### src/rtl/multicycle_core.sv
// Multicycle MIPS-subset core: FETCH/DECODE/EXEC/MEM/WB sequencing over separate
// instruction and data request/ack ports, halting permanently on an illegal instruction.
module multicycle_core #(
   parameter int unsigned PC_W    = 32,
   parameter int unsigned IMEM_AW = 8,
   parameter int unsigned DMEM_AW = 8
) (
   input  logic               clk,
   input  logic               rst_n,
   output logic               imem_req,
   output logic [IMEM_AW-1:0] imem_addr,
   input  logic               imem_ack,
   input  logic [31:0]        imem_rdata,
   output logic               dmem_req,
   output logic               dmem_we,
   output logic [DMEM_AW-1:0] dmem_addr,
   output logic [31:0]        dmem_wdata,
   input  logic               dmem_ack,
   input  logic [31:0]        dmem_rdata,
   output logic [PC_W-1:0]    pc,
   output logic               retire,
   output logic               halted
);

   localparam logic [5:0] OpR    = 6'h00;
   localparam logic [5:0] OpLw   = 6'h23;
   localparam logic [5:0] OpSw   = 6'h2B;
   localparam logic [5:0] OpBeq  = 6'h04;
   localparam logic [5:0] OpBne  = 6'h05;
   localparam logic [5:0] OpAddi = 6'h08;
   localparam logic [5:0] OpJ    = 6'h02;

   localparam logic [5:0] FnAdd = 6'h20;
   localparam logic [5:0] FnSub = 6'h22;
   localparam logic [5:0] FnAnd = 6'h24;
   localparam logic [5:0] FnOr  = 6'h25;
   localparam logic [5:0] FnSlt = 6'h2A;

   typedef enum logic [2:0] {StFetch, StDecode, StExec, StMem, StWb, StHalt} state_e;

   state_e            state_q;
   logic [PC_W-1:0]   pc_q;
   logic [31:0]       ir_q, a_q, b_q, alu_q, mdr_q;
   logic [31:0]       rf_q [32];

   logic [5:0]        opcode, funct;
   logic [4:0]        rs, rt, rd, wb_addr;
   logic              is_r, is_lw, is_sw, is_beq, is_bne, is_addi, is_j;
   logic              funct_ok, op_legal, take_branch;
   logic [31:0]       imm_sext, alu_res, wb_data;
   logic [PC_W-1:0]   pc_plus1, br_off, br_target, jump_target;
   logic              unused_shamt;

   assign opcode   = ir_q[31:26];
   assign rs       = ir_q[25:21];
   assign rt       = ir_q[20:16];
   assign rd       = ir_q[15:11];
   assign funct    = ir_q[5:0];
   assign unused_shamt = ^ir_q[10:6];

   assign is_r    = (opcode == OpR);
   assign is_lw   = (opcode == OpLw);
   assign is_sw   = (opcode == OpSw);
   assign is_beq  = (opcode == OpBeq);
   assign is_bne  = (opcode == OpBne);
   assign is_addi = (opcode == OpAddi);
   assign is_j    = (opcode == OpJ);

   assign funct_ok = (funct == FnAdd) || (funct == FnSub) || (funct == FnAnd) ||
                     (funct == FnOr)  || (funct == FnSlt);
   assign op_legal = is_lw || is_sw || is_beq || is_bne || is_addi || is_j || (is_r && funct_ok);

   assign imm_sext    = {{16{ir_q[15]}}, ir_q[15:0]};
   assign pc_plus1    = pc_q + PC_W'(1);
   assign br_off      = PC_W'($signed(ir_q[15:0]));
   assign br_target   = pc_plus1 + br_off;
   assign take_branch = (is_beq && (a_q == b_q)) || (is_bne && (a_q != b_q));

   // Jump keeps the upper PC bits of the sequential successor, as in MIPS j.
   if (PC_W > 26) begin : g_jump_wide
      assign jump_target = {pc_plus1[PC_W-1:26], ir_q[25:0]};
   end else begin : g_jump_narrow
      assign jump_target = ir_q[PC_W-1:0];
   end

   always_comb begin
      alu_res = a_q + imm_sext;
      if (is_r) begin
         case (funct)
            FnAdd:   alu_res = a_q + b_q;
            FnSub:   alu_res = a_q - b_q;
            FnAnd:   alu_res = a_q & b_q;
            FnOr:    alu_res = a_q | b_q;
            FnSlt:   alu_res = {31'b0, $signed(a_q) < $signed(b_q)};
            default: alu_res = '0;
         endcase
      end
   end

   assign wb_addr = is_r ? rd : rt;
   assign wb_data = is_lw ? mdr_q : alu_q;

   always_ff @(posedge clk or negedge rst_n) begin
      if (!rst_n) begin
         state_q <= StFetch;
         pc_q    <= '0;
         ir_q    <= '0;
         a_q     <= '0;
         b_q     <= '0;
         alu_q   <= '0;
         mdr_q   <= '0;
         for (int i = 0; i < 32; i++) rf_q[i] <= '0;
      end else begin
         unique case (state_q)
            StFetch: begin
               if (imem_ack) begin
                  ir_q    <= imem_rdata;
                  state_q <= StDecode;
               end
            end
            StDecode: begin
               a_q     <= rf_q[rs];
               b_q     <= rf_q[rt];
               state_q <= op_legal ? StExec : StHalt;
            end
            StExec: begin
               alu_q <= alu_res;
               if (is_beq || is_bne) begin
                  pc_q    <= take_branch ? br_target : pc_plus1;
                  state_q <= StFetch;
               end else if (is_j) begin
                  pc_q    <= jump_target;
                  state_q <= StFetch;
               end else if (is_lw || is_sw) begin
                  state_q <= StMem;
               end else begin
                  state_q <= StWb;
               end
            end
            StMem: begin
               if (dmem_ack) begin
                  if (is_sw) begin
                     pc_q    <= pc_plus1;
                     state_q <= StFetch;
                  end else begin
                     mdr_q   <= dmem_rdata;
                     state_q <= StWb;
                  end
               end
            end
            StWb: begin
               // r0 is never written so it keeps reading zero.
               if (wb_addr != 5'd0) rf_q[wb_addr] <= wb_data;
               pc_q    <= pc_plus1;
               state_q <= StFetch;
            end
            StHalt: begin
            end
            default: state_q <= StHalt;
         endcase
      end
   end

   assign pc         = pc_q;
   assign imem_req   = (state_q == StFetch);
   assign imem_addr  = pc_q[IMEM_AW-1:0];
   assign dmem_req   = (state_q == StMem);
   assign dmem_we    = (state_q == StMem) && is_sw;
   assign dmem_addr  = alu_q[DMEM_AW-1:0];
   assign dmem_wdata = b_q;
   assign halted     = (state_q == StHalt);
   assign retire     = ((state_q == StExec) && (is_beq || is_bne || is_j)) ||
                       ((state_q == StMem) && is_sw && dmem_ack) ||
                       (state_q == StWb);

endmodule

### config.mk
export PLATFORM = sky130hd
export DESIGN_NAME = multicycle_core
export DESIGN_NICKNAME = d
export VERILOG_FILES = /design/src/rtl/multicycle_core.sv
export SDC_FILE = /design/constraint.sdc
export NUM_CORES = 2
export LEC_CHECK = 0
export CORE_ASPECT_RATIO = 0.8
export CORE_MARGIN = 4
export CORE_UTILIZATION = 57
export DETAILED_ROUTE_END_ITERATION = 7
export PLACE_DENSITY_LB_ADDON = 0.2
export SYNTH_ARGS = -nofsm -noshare
export SYNTH_HDL_FRONTEND = slang
export SYNTH_SLANG_ARGS = --single-unit
export TNS_END_PERCENT = 50
### constraint.sdc
create_clock -name clk -period 4.3 [get_ports clk]
set_clock_uncertainty 0.2 [all_clocks]
set_input_delay 1.075 -clock clk [delete_from_list [all_inputs] [get_ports clk]]
set_output_delay 1.075 -clock clk [all_outputs]
set_load 0.01 [all_outputs]
==> flow_summary.json <==
{
  "syn_nets": 6523,
  "p_comb_share_pct": 40.0,
  "cts_buffers": 118,
  "cp_num_buf_inv": 2,
  "synth_top_area_share_pct": 44.2,
  "grt_antenna_before_repair": 5,
  "coreArea_mm2": 0.119,
  "cts.clk_slew.worst_paths_ns": 0.06,
  "finish.utilization_pct": 65.1,
  "nNetsFinal": 6506,
  "die_y_um": 319,
  "hold_buffers": 0,
  "p_seq_share_pct": 32.0,
  "dieArea_mm2": 0.127,
  "worstPathRequired_ns": 3.02,
  "post-route-drc-count": 0,
  "finalSetupViolations": 0,
  "maxCapViolCount": 0,
  "dp.cells": 7756,
  "grt_max_degree": 111,
  "async_reset_ff_share_pct": 100,
  "hold_slack_ns": 0.0260,
  "nFillCells": 9046,
  "drt_wl_total_um": 220000,
  "min_period_over_period_pct": 96.4,
  "critPathLaunch": "ir_q[29]",
  "synth_warnings": 0,
  "clock_power_share_pct": 28.0,
  "ys_seq_area_share_pct": 44.2,
  "netlist_instances": 6285,
  "reg2regPathDepth": 9,
  "crit_fanout": 8,
  "antenna_left": 0,
  "drt_iter0_drc": 6312,
  "io_buffers": 152,
  "synth_ff_type": "dfrtp_1",
  "worst_pin_slew_ns": 1.07,
  "drive_above_1_share_pct": 21.5,
  "p_int_uw": 26400,
  "syn_to_final_growth_pct": 12.9,
  "grt_pass1_vias": 52800,
  "fin_cells": 7984,
  "cp.depth": 6,
  "grt_pass1_wl_um": 335000,
  "power_density_mw_per_mm2": 544,
  "rsz0062_at_grt": "true",
  "cts_tree": "built",
  "gp_congestion": 0.992,
  "cts.sinks": 1219,
  "synth_edf_count": 0,
  "min_period_ns": 4.15,
  "relSlewSlack_pct": 28.9,
  "htreeDepth": 3,
  "vias": 52900,
  "p_leak_uw": 0.0324,
  "cpLargestDelayFamily": "compound AO/OA/AOI/OAI gates",
  "pin_count": 153,
  "vias_per_cell": 6.63,
  "synth_area_mm2": 0.0690,
  "fmax_mhz": 241,
  "report.final.hold_viol_count": 0,
  "insertion_delay_ns": 0.78,
  "synth.area.top_cells": "dfrtp_1 (44%), mux4_2 (21%), nand2_1 (5.7%), o21ai_0 (4.9%), ha_1 (3.0%)",
  "synth_seq_cells": 1219,
  "cts_buffer_depth": 3,
  "switching_share_pct": 37.6,
  "first_pass_iters": 6,
  "hp-class": "in -> async",
  "critical_path_class": "reg -> out",
  "startpoint_type": "register",
  "rows": 113,
  "grt.total_usage_pct": 35.1,
  "crit_chain": "nor3_2, o21ai_0, o22a_1, o21a_1, inv_1, clkdlybuf4s50_1",
  "die_width_um": 397,
  "yosys.area.top_type": "dfrtp_1",
  "wl_per_cell_um": 27.6,
  "worstReg2RegStart": "ir_q[29]",
  "cts_root_buf": "clkbuf_16",
  "max_stage_delay_ns": 0.55,
  "status": "finished, final reports clean",
  "crit_path_end_kind": "output pin",
  "hpwl_um": 144000,
  "cp_slowest_cell": "clkdlybuf4s50_1",
  "initial_core_util_pct": 57.7,
  "p_sw_uw": 15900,
  "synth_cell_types": 95,
  "grt_overflow": 0,
  "ir_drop_mv": 0.383,
  "slew_viol_final": 0,
  "postSynthAreaPerCell_um2": 11.0,
  "arrival_ns": 2.87
}
final cells by class:
type | count | area, µm² | area share, %
multi-input cells | 4352 | 35700 | 45.9
flip-flops and latches | 1219 | 30500 | 39.2
repair buffers | 450 | 4630 | 5.95
clock buffers | 163 | 3370 | 4.33
well taps | 1610 | 2010 | 2.59
clock inverters | 61 | 1070 | 1.37
inverters | 127 | 477 | 0.612
diodes | 2 | 5.00 | 0.00643
layout by cell type, fill, tap and decap left out, types with 21 or more instances in the layout:
cell type / netlist / routed
a21o_1: 59 / 59
a21oi_1: 333 / 331
buf_12: 0 / 70
buf_4: 25 / 229
bufinv_16: 0 / 24
clkbuf_16: 0 / 118
clkbuf_8: 0 / 25
clkdlybuf4s50_1: 0 / 151
clkinv_2: 0 / 21
dfrtp_1: 1219 / 1203
ha_1: 166 / 165
inv_1: 127 / 127
mux2_2: 61 / 61
mux2i_1: 104 / 72
mux2i_2: 0 / 31
mux4_2: 640 / 640
nand2_1: 1043 / 1031
nand2_4: 6 / 21
nand3_1: 37 / 35
nor2_1: 343 / 342
nor3_1: 37 / 32
o21ai_0: 681 / 681
o21ai_1: 294 / 294
o21ai_2: 31 / 31
o21bai_1: 25 / 25
o22ai_1: 24 / 24
xnor2_1: 63 / 62
xor2_1: 38 / 38
kinds of logic (layout without fill, tap and decap cells):
family	after synthesis	in the layout	synth area share [%]
and+or+nand+nor	1627	1627	9.88
adders and majority gates	170	170	3.13
buffers and inverters	714	801	4.50
other	0	2	0
AOI/OAI and AO/OA	1647	1647	13.5
muxes	807	807	23.5
DFF	1219	1219	44.2
xor gates and xnor gates	101	101	1.28
per-layer routing:
metal	track usage (%)	vias to the layer above	share of wire, %
met5	0	-	0
met4	15.9	0	5.2
met3	7.47	557	9.4
met2	53.1	2744	45
met1	49.4	26700	40
li1	-	22900	-
worst paths after layout:
check | endpoint | slack [ns]
min | rf_q[635] | 0.03
min reg2reg | rf_q[994] | 0.19
max in group asynchronous | rf_q[210] | 2.72
min in group clk | rf_q[994] | 0.19
max reg2reg | rf_q[395] | 0.17
max | retire | 0.15
sequential cells by signal, summed over array words and instances, names as in the netlist:
signal / count
mdr_q: 32
rf_q: 1024
alu_q: 32
dmem_wdata: 32
pc: 32
state_q: 3
ir_q: 32
a_q: 32
power by group through the flow:
stage                     combinational (µW)  clock [µW]  sequential [µW]
after global placement                 16500           0            13700
after detailed placement               16500           0            13700
after floorplan                        11100           0            13200
after CTS                              16600       11900            13500
final                                  17000       11800            13500
after global routing                   18300       12400            13600
cell usage after synthesis, types with 63 or more instances:
| cell | number |
|---|---|
| dfrtp_1 | 1219 |
| nand2_1 | 1043 |
| o21ai_0 | 681 |
| mux4_2 | 640 |
| clkbuf_1 | 392 |
| nor2_1 | 343 |
| a21oi_1 | 333 |
| o21ai_1 | 294 |
| ha_1 | 166 |
| inv_1 | 127 |
| mux2i_1 | 104 |
| buf_2 | 76 |
| buf_1 | 63 |
| xnor2_1 | 63 |
stage by stage:
step	total power [µW]	TNS [ns]	instance area, µm²	setup slack, ns
final	42300	0	77800	0.153
after global routing	44300	-0.117	77800	-0.0953
after CTS	42000	0	77700	0.00543
after detailed placement	30200	0	73300	0.0882
after global placement	30200	0	73300	0.121
after floorplan	24400	0	69000	0.173
what timing repair did:
item,CTS,global route
setup endpoints to repair,0,9
gates resized for setup,0,23
setup buffers,0,2
Note: power is estimated with default switching activity, not from simulation.
